===== config.mk =====
export PLATFORM = sky130hd
export DESIGN_NAME = fwd_hazard_unit
export DESIGN_NICKNAME = d
export VERILOG_FILES = /design/src/rtl/fwd_hazard_unit.sv
export SDC_FILE = /design/constraint.sdc
export NUM_CORES = 1
export LEC_CHECK = 0
export BUFFER_PORTS_ARGS = -buffer_cell sky130_fd_sc_hd__buf_4
export CAP_MARGIN = 30
export CORE_ASPECT_RATIO = 1.75
export CORE_UTILIZATION = 40
export CTS_BUF_LIST = sky130_fd_sc_hd__clkbuf_8
export CTS_CLUSTER_SIZE = 30
export DETAILED_ROUTE_END_ITERATION = 6
export PLACE_DENSITY_LB_ADDON = 0.15
export SETUP_SLACK_MARGIN = 0.4
export SLEW_MARGIN = 20
export SYNTH_ARGS = -nofsm -noshare
export SYNTH_HDL_FRONTEND = slang
export SYNTH_SLANG_ARGS = --single-unit

===== constraint.sdc =====
create_clock -name clk -period 2.05 [get_ports clk]
set_clock_uncertainty 0.15 [all_clocks]
set_input_delay 0.205 -clock clk [delete_from_list [all_inputs] [get_ports clk]]
set_output_delay 0.205 -clock clk [all_outputs]
set_load 0.1 [all_outputs]

===== src/rtl/fwd_hazard_unit.sv =====
// ---------------------------------------------------------------------------
// fwd_hazard_unit
//
// Forwarding and load-use hazard unit for the pipelined MIPS core. It sits
// between decode and the EX operand muxes.
//
// Each decode-stage source operand is compared against every in-flight
// producer (k=0 EX, k=1 MEM, k=2 WB, ...). The bypass select for each operand
// is registered at the clock edge that moves the instruction into EX, so the
// EX muxes see a stable select for the whole EX cycle.
//
// A load in EX whose result is needed by the instruction in ID cannot be
// forwarded in time. The unit then stalls PC and IF/ID for LOAD_LAT cycles
// and drives zero selects for the bubbles that enter EX.
//
// Parameters
//   REG_AW   register address width; address 0 is the hard-wired zero
//   NUM_SRC  operands checked per instruction
//   NUM_FWD  producer stages checked, youngest (EX) first
//   LOAD_LAT load-use stall length in cycles; needs LOAD_LAT >= 1 and
//            NUM_FWD >= LOAD_LAT+1 so the load is still forwardable afterwards
//   CNT_W    width of the saturating stall performance counter
//
// Ports
//   clk          rising-edge clock
//   rst_n        asynchronous active-low reset
//   flush        branch/exception flush of ID and EX
//   id_src_addr  operand i address at [i*REG_AW +: REG_AW]
//   id_src_used  operand i is actually read by the ID instruction
//   prod_rd      destination register of producer k at [k*REG_AW +: REG_AW]
//   prod_wr      producer k writes the register file
//   prod_load    producer k is a load (only the EX bit can cause a stall)
//   fwd_sel      registered select per operand: 0 = regfile, k+1 = producer k
//   stall        freeze PC and IF/ID, bubble into EX
//   stall_cnt    saturating count of stalled cycles
// ---------------------------------------------------------------------------
module fwd_hazard_unit #(
    parameter  int REG_AW   = 5,
    parameter  int NUM_SRC  = 2,
    parameter  int NUM_FWD  = 3,
    parameter  int LOAD_LAT = 1,
    parameter  int CNT_W    = 16,
    localparam int SEL_W    = $clog2(NUM_FWD + 1)
) (
    input  logic                      clk,
    input  logic                      rst_n,
    input  logic                      flush,
    input  logic [NUM_SRC*REG_AW-1:0] id_src_addr,
    input  logic [NUM_SRC-1:0]        id_src_used,
    input  logic [NUM_FWD*REG_AW-1:0] prod_rd,
    input  logic [NUM_FWD-1:0]        prod_wr,
    input  logic [NUM_FWD-1:0]        prod_load,
    output logic [NUM_SRC*SEL_W-1:0]  fwd_sel,
    output logic                      stall,
    output logic [CNT_W-1:0]          stall_cnt
);

    // The countdown only has to hold LOAD_LAT-1; keep at least one bit so
    // the LOAD_LAT==1 configuration still elaborates cleanly.
    localparam int DCNT_W = (LOAD_LAT > 1) ? $clog2(LOAD_LAT) : 1;

    typedef enum logic [0:0] {
        IDLE  = 1'b0,
        STALL = 1'b1
    } state_t;

    state_t                     state;
    state_t                     state_next;
    logic [DCNT_W-1:0]          dcnt;
    logic [DCNT_W-1:0]          dcnt_next;
    logic [NUM_SRC*NUM_FWD-1:0] match;
    logic [NUM_SRC*SEL_W-1:0]   sel_next;
    logic                       load_use;

    // Only the EX load bit matters for stalling; loads further down the
    // pipe already have their data and are forwarded like any producer.
    generate
        if (NUM_FWD > 1) begin : g_unused_load
            logic unused_load_bits;
            assign unused_load_bits = ^prod_load[NUM_FWD-1:1];
        end
    endgenerate

    // Operand/producer match matrix. Register 0 never matches because it
    // reads as zero regardless of what any producer claims to write.
    always_comb begin
        match = '0;
        for (int i = 0; i < NUM_SRC; i++) begin
            for (int k = 0; k < NUM_FWD; k++) begin
                match[i*NUM_FWD + k] = id_src_used[i]
                                     & prod_wr[k]
                                     & (prod_rd[k*REG_AW +: REG_AW] == id_src_addr[i*REG_AW +: REG_AW])
                                     & (id_src_addr[i*REG_AW +: REG_AW] != '0);
            end
        end
    end

    // Per-operand priority select. Walking from the oldest producer to the
    // youngest lets the youngest match overwrite, so the most recent value
    // of the register is the one forwarded.
    always_comb begin
        sel_next = '0;
        for (int i = 0; i < NUM_SRC; i++) begin
            for (int k = NUM_FWD - 1; k >= 0; k--) begin
                if (match[i*NUM_FWD + k]) begin
                    sel_next[i*SEL_W +: SEL_W] = SEL_W'(k + 1);
                end
            end
        end
    end

    // Load-use hazard: any used operand matching a load currently in EX.
    always_comb begin
        load_use = 1'b0;
        for (int i = 0; i < NUM_SRC; i++) begin
            load_use = load_use | match[i*NUM_FWD];
        end
        load_use = load_use & prod_load[0];
    end

    // Stall FSM, next-state and outputs.
    // The first stall cycle is the IDLE cycle in which the hazard is seen;
    // STALL then covers the remaining LOAD_LAT-1 cycles. dcnt is loaded with
    // the number of STALL cycles and the FSM leaves STALL on the cycle whose
    // decrement brings it to zero, after which IDLE re-evaluates the hazard
    // with the load one stage further on. Flush kills the stalled
    // instruction, so it overrides both a fresh hazard and an active STALL.
    always_comb begin
        state_next = state;
        dcnt_next  = dcnt;
        stall      = 1'b0;
        case (state)
            IDLE: begin
                stall = load_use;
                if (load_use && (LOAD_LAT > 1)) begin
                    state_next = STALL;
                    dcnt_next  = DCNT_W'(LOAD_LAT - 1);
                end
            end
            STALL: begin
                stall     = 1'b1;
                dcnt_next = dcnt - DCNT_W'(1);
                if (dcnt <= DCNT_W'(1)) begin
                    state_next = IDLE;
                end
            end
            default: begin
                state_next = IDLE;
                dcnt_next  = '0;
            end
        endcase
        if (flush) begin
            stall      = 1'b0;
            state_next = IDLE;
            dcnt_next  = '0;
        end
    end

    // Stall FSM state and countdown registers.
    always_ff @(posedge clk or negedge rst_n) begin
        if (!rst_n) begin
            state <= IDLE;
            dcnt  <= '0;
        end else begin
            state <= state_next;
            dcnt  <= dcnt_next;
        end
    end

    // Bypass select register. A stall or flush puts a bubble into EX, and a
    // bubble must never forward, so its selects are forced to the regfile.
    always_ff @(posedge clk or negedge rst_n) begin
        if (!rst_n) begin
            fwd_sel <= '0;
        end else if (stall || flush) begin
            fwd_sel <= '0;
        end else begin
            fwd_sel <= sel_next;
        end
    end

    // Stall performance counter; sticks at all-ones instead of wrapping.
    always_ff @(posedge clk or negedge rst_n) begin
        if (!rst_n) begin
            stall_cnt <= '0;
        end else if (stall && (stall_cnt != '1)) begin
            stall_cnt <= stall_cnt + CNT_W'(1);
        end
    end

endmodule


### Word level (Yosys, flattened, before mapping)

Index checks and enable logic that the tools add are counted.
Widths: inputs -> output; s select.

| storage, ports and cells | value |
|---|---|
| input port bits | 36 |
| logic and storage cells | 54 |
| output and inout bits | 21 |
| register bits | 22 |

| cells by class | value |
|---|---|
| muxes and demuxes | 14 |
| $lt $le $gt $ge | 1 |
| reductions and logical operators | 5 |
| add/sub/neg operators | 2 |
| bitwise logic cells | 21 |
| equality and inequality tests | 7 |

Operator list:

| kind | count |
|---|---|
| $eq 5x5->1 | 6 |
| $and 1x1->1 | 19 |
| $add 16x1->16 const B | 1 |
| $ne 16x16->1 const B | 1 |
| $mux 2 | 6 |
| $reduce_bool 5->1 | 2 |
| $mux 1 | 6 |
| $mux 4 | 1 |
| $pmux 1 s2 | 1 |
| $reduce_bool 2->1 | 1 |
| $le 1x1->1 const B | 1 |
| $logic_and 1x1->1 | 1 |
| $logic_or 1x1->1 | 1 |
| $not 1->1 | 1 |
| $or 1x1->1 | 1 |
| $sub 1x1->1 const B | 1 |

### Longest topological paths before layout

Gate-level depths: netlist (run 1).

| depth | value |
|---|---|
| depth in word-level cells | 9 |
| depth in mapped cells | 8 |
| gate-level depth less buffers | 7 |

### Worst setup path before layout (run 1)

Ideal clock, no wire load.

| timing path | value |
|---|---|
| path type | reg2reg |
| start | reg stall_cnt[7] |
| end | reg stall_cnt[6] |
| library setup time | 158 ps |
| clock period less this slack | 2635 ps |
| path buffers | 1 |
| required time | 1742 ps |
| stages on the path, launching flop included | 8 |
| data arrival time | 2327 ps |
| setup slack | -585 ps |
| cells stage by stage | dfrtp_1 -> and4_1 -> and3_2 -> a31o_2 -> a21oi_2 -> buf_2 -> nand4_1 -> xnor2_1 |

| between the ends | value |
|---|---|
| longest elaborated chain between the ends | 2 |

RTL lines:

| what | RTL line | RTL |
|---|---|---|
| from (decl) | 55 | `output logic [CNT_W-1:0] stall_cnt` |
| from (signal assigned) | 187 | `stall_cnt <= stall_cnt + CNT_W'(1);` |
| $ne 16x16->1 | 186 | `end else if (stall && (stall_cnt != '1)) begin` |
| $logic_and 1x1->1 | 186 |  |

Every way passes these cells.
A chain may end at the register's enable or synchronous reset.

### Worst setup path in the final report (run 1)

| timing path | value |
|---|---|
| start | reg stall_cnt[8] |
| end | reg stall_cnt[5] |

The elaborated chain is that of the path after synthesis.

==> summary.md, run 1 <==
| Metric | Value |
|---|---|
| Total GRT Usage | 23.7% |
| Drt wl/cell | 15.3 um |
| Worst setup path startpoint | stall_cnt[8] |
| Die footprint | 0.00351 sq mm |
| Row cnt | 27 |
| Core area | 0.00314 sq mm |
| Dpl cells | 256 |
| Cts bufs inserted | 3 |
| CP endpoint kind | register |
| FMAX | 498 MHz |
| Antenna Nets Post-Route | 0 |
| Worst skew pair latency | 0.26 ns |
| CP delay by family, top | simple AND/OR/NAND/NOR gates |
| Post-synthesis cell type count | 31 |
| CTS clk-pin slew, worst paths | 0.08 ns |
| Setup-failing EPs final | 0 |
| Final Slew Violations | 0 |
| Setup TNS | 0 ns |
| DRC marker count from the first detailed-route iteration | 32 |
| Root buffer cell | clkbuf_8 |
| Fraction of layout cells with a size suffix above 1 | 66.7% |
| Most numerous cell in the Yosys netlist | xnor2_1 |
| Worst Path Buf+Inv | 0 |
| Place WS | -0.137 ns |
| Synth warnings | 0 |
| Top FF cell, synth | dfrtp_1 |
| Maximum capacitance violations | 0 |
| N_diodes | 0 |
| Fin crit share | 98.0% |
| Unrepaired setup endpoints after global routing | yes |
| Largest net degree at the start of global routing | 21 |
| Yosys top cell area share | 38.3% |
| Design Area, Final | 0.00247 sq mm |
| GP Congestion | 0.784 |
| Register area share after synthesis | 38.3% |
| Post-synthesis average cell area | 9.97 sq um |
| Routed via count | 1,368 |
| Worst reg2reg path startpoint | stall_cnt[8] |
| Worst rel slew slack | 68.4% |
| Peak VDD IR | 0.000280 V |
| TritonRoute pass-1 iters | 4 |
| Slowest-stage cell, CP | or4b_4 |
| #FFs+latches synth | 20 |
| CTS sink cnt | 20 |
| Routed WL | 4.14 mm |
| CTS tree | built |
| Hold Slack | 0.137 ns |
| Initial antenna violation count | 0 |
| Dominant cells by area after synthesis | dfrtp_1 38%, xnor2_1 17%, xor2_1 11% |
| Lkg Pwr | 1.16 nW |
| Vias/cell | 5.05 |
| Post-synth ARST share | 100% |
| Synth top cells by count | 26 x xnor2_1, 20 x dfrtp_1, 17 x xor2_1 |
| Final Worst Setup Slack | 0.0402 ns |
| # IOs | 57 |
| EDFF count, synth | 0 |
| Worst Tran Pin Value | 0.473 ns |
| Non-filler cells, final | 271 |
| Port bufs | 54 |
| Die width | 45.2 um |
| Net Count, Synth | 168 |
| CTS Buffer Depth | 2 |
| CP max FO | 2 |
| Worst Path Class, Setup | register to register |
| Core Util, Final | 78.5% |
| Largest stage delay, worst path | 0.52 ns |
| Power Density | 397 mW/mm^2 |
| Worst hold start | flush |
| Initial Utilization | 41.6% |
| Status | completed |
| WP data required | 2.04 ns |
| # H-tree levels | 1 |
| Worst Setup Start Kind | register |
| Hold crit path type | input port to register |
| Layout Nets | 266 |
| DPL Wire Length | 2.99 mm |
| Data arrival time of the worst path | 2.00 ns |
| DRC Markers | 0 |
| Area delta synth->final | 88.9% |
| Chip height | 77.6 um |
| Final min period | 2.01 ns |
| Final Hold Fails | 0 |
| Mapped Area | 0.00131 sq mm |
| Design Power | 979 uW |
| First-pass GRT wire length | 6.10 mm |
| Synth area leader | dfrtp_1 |
| Total gr overflow | 0 |
| Vias in the first global route | 1,424 |
| Area post-placement | 0.00209 sq mm |
| Cell chain of the critical path | and4_4 > and3_4 > a31o_4 > or4b_4 > xnor2_2 |
| Post-Syn Instances | 131 |
[registers in the layout, summed over array words and instances, names as in the netlist]
signal / flops
fwd_sel: 4
stall_cnt: 16
[worst min-delay path: stages]
cell     delay [ns]
buf_4          0.09
a21o_1         0.17
a21oi_2        0.04
[path summary, 6_finish.rpt]
kind                            endpoint  slack (ns)  cells after the start
max                         stall_cnt[5]        0.04                      5
min                           fwd_sel[2]        0.14                      3
max reg2reg                 stall_cnt[5]        0.04                      5
min reg2reg                stall_cnt[15]        0.33                      1
max in group asynchronous   stall_cnt[5]        1.29                      2
min in group asynchronous   stall_cnt[6]        0.22                      2
[cell usage in the layout, fill, tap and decap left out, types with 3 or more instances in the layout]
master / n
dfrtp_1: 4
nand3_2: 3
clkbuf_8: 3
nand2_4: 3
buf_6: 8
xnor2_2: 5
nand4_1: 7
buf_4: 81
o21ai_0: 4
dfrtp_2: 11
and3_1: 3
nor2_1: 5
nand3_4: 4
dfrtp_4: 5
xor2_1: 15
nand2_1: 3
xnor2_1: 22
nand3_1: 3
[where the power goes]
part	switching (mW)	internal, mW
Combinational	0.162	0.144
Sequential	0.00737	0.405
Clock	0.127	0.133
Total	0.297	0.682
[layout make-up]
class                           count  area [sq um]
Fill cell                         206           674
Clock inverter                      1          3.75
Sequential cell                    20           533
Inverter                            1          3.75
Clock buffer                        3          41.3
Tap cell                           43          53.8
Multi-Input combinational cell    109          1040
Timing Repair Buffer               94           788
[per-layer routing]
metal  routed length, um  GRT usage [%]  vias to the layer above
met5                   0              0                        -
met4                 131           10.0                        0
met3                 130           3.02                       10
met2                2500           48.1                       48
met1                1370           20.6                      655
li1                    -              -                      655
[what timing repair did]
item,CTS,global route
resized for setup,18,28
hold buffers,1,0
cloned,1,0
endpoints found under the setup margin,20,21
setup buffers,4,5
pin swaps,23,27
endpoints found under the hold margin,20,0
[kinds of logic (layout without fill, tap and decap cells)]
logic type                 after synthesis  in the layout  share of synthesized area (%)
muxes                                    2              2                           1.63
xor gates and xnor gates                44             44                           30.1
buffers and inverters                    2             99                          0.670
AOI/OAI and AO/OA                       11             11                           4.98
and+or+nand+nor                         51             51                           23.4
adders and majority gates                1              1                          0.958
DFF                                     20             20                           38.3
Note: power is estimated with default switching activity, not from simulation.
==> inputs of run 2 (changes only) <==
--- a/config.mk
+++ b/config.mk
@@ -10,8 +10,10 @@
 export CORE_ASPECT_RATIO = 1.75
 export CORE_UTILIZATION = 40
 export CTS_BUF_LIST = sky130_fd_sc_hd__clkbuf_8
+export CTS_CLUSTER_DIAMETER = 40
 export CTS_CLUSTER_SIZE = 30
 export DETAILED_ROUTE_END_ITERATION = 6
+export GPL_TIMING_DRIVEN = 0
 export PLACE_DENSITY_LB_ADDON = 0.15
 export SETUP_SLACK_MARGIN = 0.4
 export SLEW_MARGIN = 20
==> run 2 against run 1 <==
Clock power hardly changed. Largest cell class unchanged. Setup slack improved by 0.015 ns. Sequential share of layout area rose by 1.8 points. Critical path type unchanged. Highest routed layer unchanged. Global-route usage is 0.64 points higher. Worst hold slack worse by 0.028 ns. First-iteration DRC count decreased by 34%. Cell area is 7.9% lower.
==> summary.md, run 2 (synthesis gave the netlist of run 1 again) <==
| Metric | Value |
|---|---|
| Status | completed (unchanged) |
| Slowest-stage cell, CP | or4b_4 (unchanged) |
| Max reg flops | 16 (unchanged) |
| N_diodes | 0 (unchanged) |
| Initial Utilization | 41.6% (unchanged) |
| Design Power | 957 uW (was 979 uW) |
| CTS clk-pin slew, worst paths | 0.07 ns (was 0.08 ns) |
| Hold Slack | 0.109 ns (was 0.137 ns) |
| GP Congestion | 0.774 (was 0.784) |
| Fraction of layout cells with a size suffix above 1 | 62.0% (was 66.7%) |
| Worst Setup Start Kind | register (unchanged) |
| Root buffer cell | clkbuf_8 (unchanged) |
| Largest stage delay, worst path | 0.52 ns (about the same) |
| Setup-failing EPs final | 0 (unchanged) |
| Setup TNS | 0 ns (unchanged) |
| Port bufs | 54 (unchanged) |
| Row cnt | 27 (unchanged) |
| CTS tree | built (unchanged) |
| Worst skew pair latency | 0.26 ns (about the same) |
| Largest net degree at the start of global routing | 21 (unchanged) |
| Worst Path Class, Setup | register to register (unchanged) |
| First-pass GRT wire length | 6.27 mm (was 6.10 mm) |
| Unrepaired setup endpoints after global routing | yes (unchanged) |
| Hold crit path type | input port to register (unchanged) |
| Peak VDD IR | 0.000213 V (was 0.000280 V) |
| Commonest non-fill, non-tap cell in the layout | buf_4 (unchanged) |
| WHS Path Cells | 3 (unchanged) |
| Vias in the first global route | 1,431 (was 1,424) |
| # IOs | 57 (unchanged) |
| Antenna Nets Post-Route | 0 (unchanged) |
| Total GRT Usage | 24.4% (was 23.7%) |
| Total gr overflow | 0 (unchanged) |
| Power Density | 421 mW/mm^2 (was 397 mW/mm^2) |
| Maximum capacitance violations | 0 (unchanged) |
| TritonRoute pass-1 iters | 4 (unchanged) |
| Area delta synth->final | 74.0% (was 88.9%) |
| Die footprint | 0.00351 sq mm (unchanged) |
| Core area | 0.00314 sq mm (unchanged) |
| Biggest regs | stall_cnt x16, fwd_sel x4 (unchanged) |
| CP endpoint kind | register (unchanged) |
| DRC marker count from the first detailed-route iteration | 21 (was 32) |
| Drt wl/cell | 15.3 um (about the same) |
| WP data required | 2.05 ns (was 2.04 ns) |
| Worst Tran Pin Value | 0.464 ns (was 0.473 ns) |
| FF-to-FF setup slack | 0.05 ns (was 0.04 ns) |
| Routed via count | 1,340 (was 1,368) |
| Final Hold Fails | 0 (unchanged) |
| Final Slew Violations | 0 (unchanged) |
| Data arrival time of the worst path | 2.00 ns (about the same) |
| FMAX | 501 MHz (was 498 MHz) |
| Chip height | 77.6 um (unchanged) |
| DPL Wire Length | 2.83 mm (was 2.99 mm) |
| Cell chain of the critical path | and4_4 > and3_4 > a31o_4 > or4b_4 > xnor2_2 (unchanged) |
| Top reg by flops | stall_cnt (unchanged) |
| Worst rel slew slack | 69.0% (was 68.4%) |
| # H-tree levels | 1 (unchanged) |
| Die width | 45.2 um (unchanged) |
| Routed WL | 3.92 mm (was 4.14 mm) |
| Layout Nets | 251 (was 266) |
| Lkg Pwr | 1.03 nW (was 1.16 nW) |
| Fill cells | 244 (was 206) |
| Final min period | 2.00 ns (was 2.01 ns) |
| Reg2reg path depth | 5 (unchanged) |
| CTS Buffer Depth | 2 (unchanged) |
| CP max FO | 2 (unchanged) |
| Highest-count cells in the layout ignoring fill and taps | 67 x buf_4, 26 x xnor2_1, 16 x xor2_1 (was 81 x buf_4, 22 x xnor2_1, 15 x xor2_1) |
| DRC Markers | 0 (unchanged) |
| Cts bufs inserted | 3 (unchanged) |
| Vias/cell | 5.23 (was 5.05) |
| CTS sink cnt | 20 (unchanged) |
| Fin crit share | 97.3% (was 98.0%) |
| Initial antenna violation count | 0 (unchanged) |
==> run 2: cell types whose count changed in the layout (fill, tap and decap cells not counted), sizes merged <==
cell / change
buf: -14
clkbuf: -1
==> run 2: final timing paths <==
kind,startpoint,end
worst min-delay path,flush,fwd_sel[0]
worst max-delay path,stall_cnt[8],stall_cnt[5]
min in group asynchronous,rst_n,stall_cnt[5]
max in group asynchronous,rst_n,stall_cnt[1]
worst min register to register,stall_cnt[15],stall_cnt[15]
worst max register to register,stall_cnt[8],stall_cnt[5]
==> run 2: worst max-delay path, delay by kind of cell, from the launching register on <==
kind,cells,cell delay [ns]
flops,1,0.48
simple gates,3,0.86
compound gates,1,0.25
xor+xnor,1,0.14
==> run 2: stage by stage <==
stage               std cells  worst slack [ns]  utilization, %  instance area (sq um)
finish                    256            0.0549            72.4                   2270
global route              256            0.0170            72.4                   2270
detailed placement        228            -0.292            59.5                   1870
CTS                       253            0.0478            69.4                   2180
global placement          228            -0.266            59.5                   1870
floorplan                 131            -0.169               -                   1410
==> run 2: cell type report <==
| cell class | count | area (sq um) | share of cell area [%] |
|---|---|---|---|
| Multi-Input combinational cell | 109 | 985 | 43.3 |
| Timing Repair Buffer | 78 | 642 | 28.2 |
| Sequential cell | 20 | 533 | 23.4 |
| Tap cell | 43 | 53.8 | 2.37 |
| Clock buffer | 3 | 41.3 | 1.82 |
| Buffer | 1 | 11.3 | 0.495 |
| Clock inverter | 1 | 3.75 | 0.165 |
| Inverter | 1 | 3.75 | 0.165 |
==> run 2: what timing repair did <==
| item | in CTS | in global routing |
|---|---|---|
| endpoints found under the hold margin | 20 | 0 |
| gates cloned | 1 | 0 |
| pin swaps | 27 | 19 |
| endpoints found under the setup margin | 21 | 21 |
| resized for setup | 25 | 13 |
| setup buffers | 19 | 3 |
| hold buffers | 1 | 0 |
==> run 2: report_power, final <==
part           total (mW)  internal, mW  switching (mW)
registers           0.413         0.405         0.00766
logic               0.282         0.125           0.157
clock network       0.262         0.133           0.128
total               0.957         0.664           0.293
==> run 2: layer usage <==
layer | wire, um | share of wire, % | vias up | global-route usage [%]
li1 | - | - | 623 | -
met1 | 1210 | 31 | 640 | 22.0
met2 | 2380 | 61 | 63 | 48.3
met3 | 171 | 4.4 | 14 | 3.02
met4 | 157 | 4.0 | 0 | 11.2
met5 | 0 | 0 | - | 0
==> inputs of run 3 (changes only) <==
--- a/config.mk
+++ b/config.mk
@@ -9,7 +9,6 @@
 export CAP_MARGIN = 30
 export CORE_ASPECT_RATIO = 1.75
 export CORE_UTILIZATION = 40
-export CTS_BUF_LIST = sky130_fd_sc_hd__clkbuf_8
 export CTS_CLUSTER_DIAMETER = 40
 export CTS_CLUSTER_SIZE = 30
 export DETAILED_ROUTE_END_ITERATION = 6
==> run 3 against run 2 <==
Worst hold slack better by 0.0018 ns. Utilization is 1.1 points higher. Setup slack hardly changed. Largest power group unchanged. Flip-flop and latch count stayed put. Cell count is 1.2% higher. First-iteration DRC count is 33% higher. Largest cell class unchanged. Critical path depth stayed put. Total power is 0.17% higher.
==> summary.md, run 3 (synthesis gave the netlist of run 1 again) <==
| Metric | Value |
|---|---|
| FMAX | 501 MHz (about the same) |
| N_diodes | 0 (unchanged) |
| Commonest non-fill, non-tap cell in the layout | buf_4 (unchanged) |
| Antenna Nets Post-Route | 0 (unchanged) |
| Vias in the first global route | 1,431 (unchanged) |
| CP max FO | 2 (unchanged) |
| Final Slew Violations | 0 (unchanged) |
| TritonRoute pass-1 iters | 6 (was 4) |
| Die width | 45.2 um (unchanged) |
| Area delta synth->final | 76.6% (was 74.0%) |
| Hold crit path type | input port to register (unchanged) |
| Power Density | 415 mW/mm^2 (was 421 mW/mm^2) |
| Die footprint | 0.00351 sq mm (unchanged) |
| Dpl cells | 228 (unchanged) |
| Layout Nets | 254 (was 251) |
| Core Util, Final | 73.4% (was 72.4%) |
| Maximum capacitance violations | 0 (unchanged) |
| Highest-count cells in the layout ignoring fill and taps | 69 x buf_4, 26 x xnor2_1, 16 x xor2_1 (was 67 x buf_4, 26 x xnor2_1, 16 x xor2_1) |
| Top reg by flops | stall_cnt (unchanged) |
| Unrepaired setup endpoints after global routing | yes (unchanged) |
| Worst Setup Start Kind | register (unchanged) |
| Worst skew pair latency | 0.26 ns (about the same) |
| CTS clk-pin slew, worst paths | 0.07 ns (about the same) |
| Worst Path Class, Setup | register to register (unchanged) |
| Vias/cell | 5.23 (about the same) |
| Lkg Pwr | 1.04 nW (was 1.03 nW) |
| Final Worst Setup Slack | 0.0545 ns (was 0.0549 ns) |
| First-pass GRT wire length | 6.27 mm (unchanged) |
| Final Hold Fails | 0 (unchanged) |
| Cts bufs inserted | 3 (unchanged) |
| Initial antenna violation count | 0 (unchanged) |
| WP data required | 2.05 ns (about the same) |
| Setup-failing EPs final | 0 (unchanged) |
| Fin crit share | 97.3% (about the same) |
| Total GRT Usage | 24.4% (unchanged) |
| Core area | 0.00314 sq mm (unchanged) |
| Sequential cell area | 533 sq um (unchanged) |
| Total gr overflow | 0 (unchanged) |
| # H-tree levels | 1 (unchanged) |
| CTS sink cnt | 20 (unchanged) |
| Fraction of layout cells with a size suffix above 1 | 62.5% (was 62.0%) |
| DPL Wire Length | 2.83 mm (unchanged) |
| Place WS | -0.292 ns (unchanged) |
| Worst Tran Pin Value | 0.471 ns (was 0.464 ns) |
| Max reg flops | 16 (unchanged) |
| Row cnt | 27 (unchanged) |
| # IOs | 57 (unchanged) |
| CTS Buffer Depth | 2 (unchanged) |
| Status | completed (unchanged) |
| Fill cells | 240 (was 244) |
| Root buffer cell | clkbuf_8 (unchanged) |
| Drt wl/cell | 15.4 um (was 15.3 um) |
| Final min period | 2.00 ns (about the same) |
| Largest net degree at the start of global routing | 21 (unchanged) |
| Chip height | 77.6 um (unchanged) |
| Worst rel slew slack | 68.5% (was 69.0%) |
| CP endpoint kind | register (unchanged) |
| Area of the multi-input gates | 992 sq um (was 985 sq um) |
| Area post-placement | 0.00187 sq mm (unchanged) |
| Data arrival time of the worst path | 2.00 ns (about the same) |
| Port bufs | 54 (unchanged) |
| Initial Utilization | 41.6% (unchanged) |
| CTS tree | built (unchanged) |
| Non-filler cells, final | 259 (was 256) |
| DRC marker count from the first detailed-route iteration | 28 (was 21) |
| Biggest regs | stall_cnt x16, fwd_sel x4 (unchanged) |
| Routed WL | 4.00 mm (was 3.92 mm) |
| Design Area, Final | 0.00231 sq mm (was 0.00227 sq mm) |
| Peak VDD IR | 0.000214 V (was 0.000213 V) |
| DRC Markers | 0 (unchanged) |
| GP Congestion | 0.774 (unchanged) |
| Routed via count | 1,354 (was 1,340) |
## run 3: cell types whose count changed in the layout (fill, tap and decap cells not counted), sizes merged
cell    before  now
buf         78   81
clkbuf       3    4
inv          2    1
## run 3: path summary, 6_finish.rpt
kind	from	end	slack, ns	cells past startpoint
min	flush	fwd_sel[0]	0.11	3
max reg2reg	stall_cnt[8]	stall_cnt[5]	0.05	5
max in group asynchronous	rst_n	stall_cnt[1]	1.31	2
max	stall_cnt[8]	stall_cnt[5]	0.05	5
min reg2reg	stall_cnt[15]	stall_cnt[15]	0.33	1
min in group asynchronous	rst_n	stall_cnt[5]	0.21	2
## run 3: layout make-up
type	instances	share of cell area [%]
Inverter	1	0.163
Sequential cell	20	23.1
Timing Repair Buffer	81	29.0
Clock buffer	4	1.95
Buffer	1	0.488
Multi-Input combinational cell	109	43.0
Tap cell	43	2.33
## run 3: per-stage QoR
| stage | power, mW | TNS (ns) | hold WS (ns) |
|---|---|---|---|
| finish | 0.958 | 0 | 0.111 |
| floorplan | 0.553 | -0.838 | -0.241 |
| global placement | 0.656 | -1.01 | -0.0565 |
| CTS | 0.948 | 0 | 0.113 |
| global route | 1.00 | 0 | 0.149 |
| detailed placement | 0.663 | -1.39 | -0.0543 |
## run 3: where the power goes
| group | internal, mW | switching [mW] | leakage, nW |
|---|---|---|---|
| combinational | 0.125 | 0.157 | 0.771 |
| sequential | 0.406 | 0.00768 | 0.247 |
| clock | 0.138 | 0.125 | 0.0228 |
| total | 0.669 | 0.290 | 1.04 |
## run 3: worst max-delay path, stage by stage, from the launching register on
cell and delay (ns):
dfrtp_4 0.48, and4_4 0.19, and3_4 0.15, a31o_4 0.25
or4b_4 0.52, xnor2_2 0.14
## run 3: per-layer routing
layer  vias to the layer above  global-route usage, %  wire length [um]
li1                        628                      -                 -
met1                       658                   22.0              1270
met2                        57                   48.3              2450
met3                        11                   3.02               138
met4                         0                   11.2               133
met5                         -                      0                 0
## run 3: what timing repair did
action	4_1_cts	5_1_grt
hold buffers	1	0
buffers inserted	19	6
pin swaps	27	19
endpoints found under the hold margin	20	0
gates cloned	1	0
resized for setup	25	15
endpoints found under the setup margin	21	21
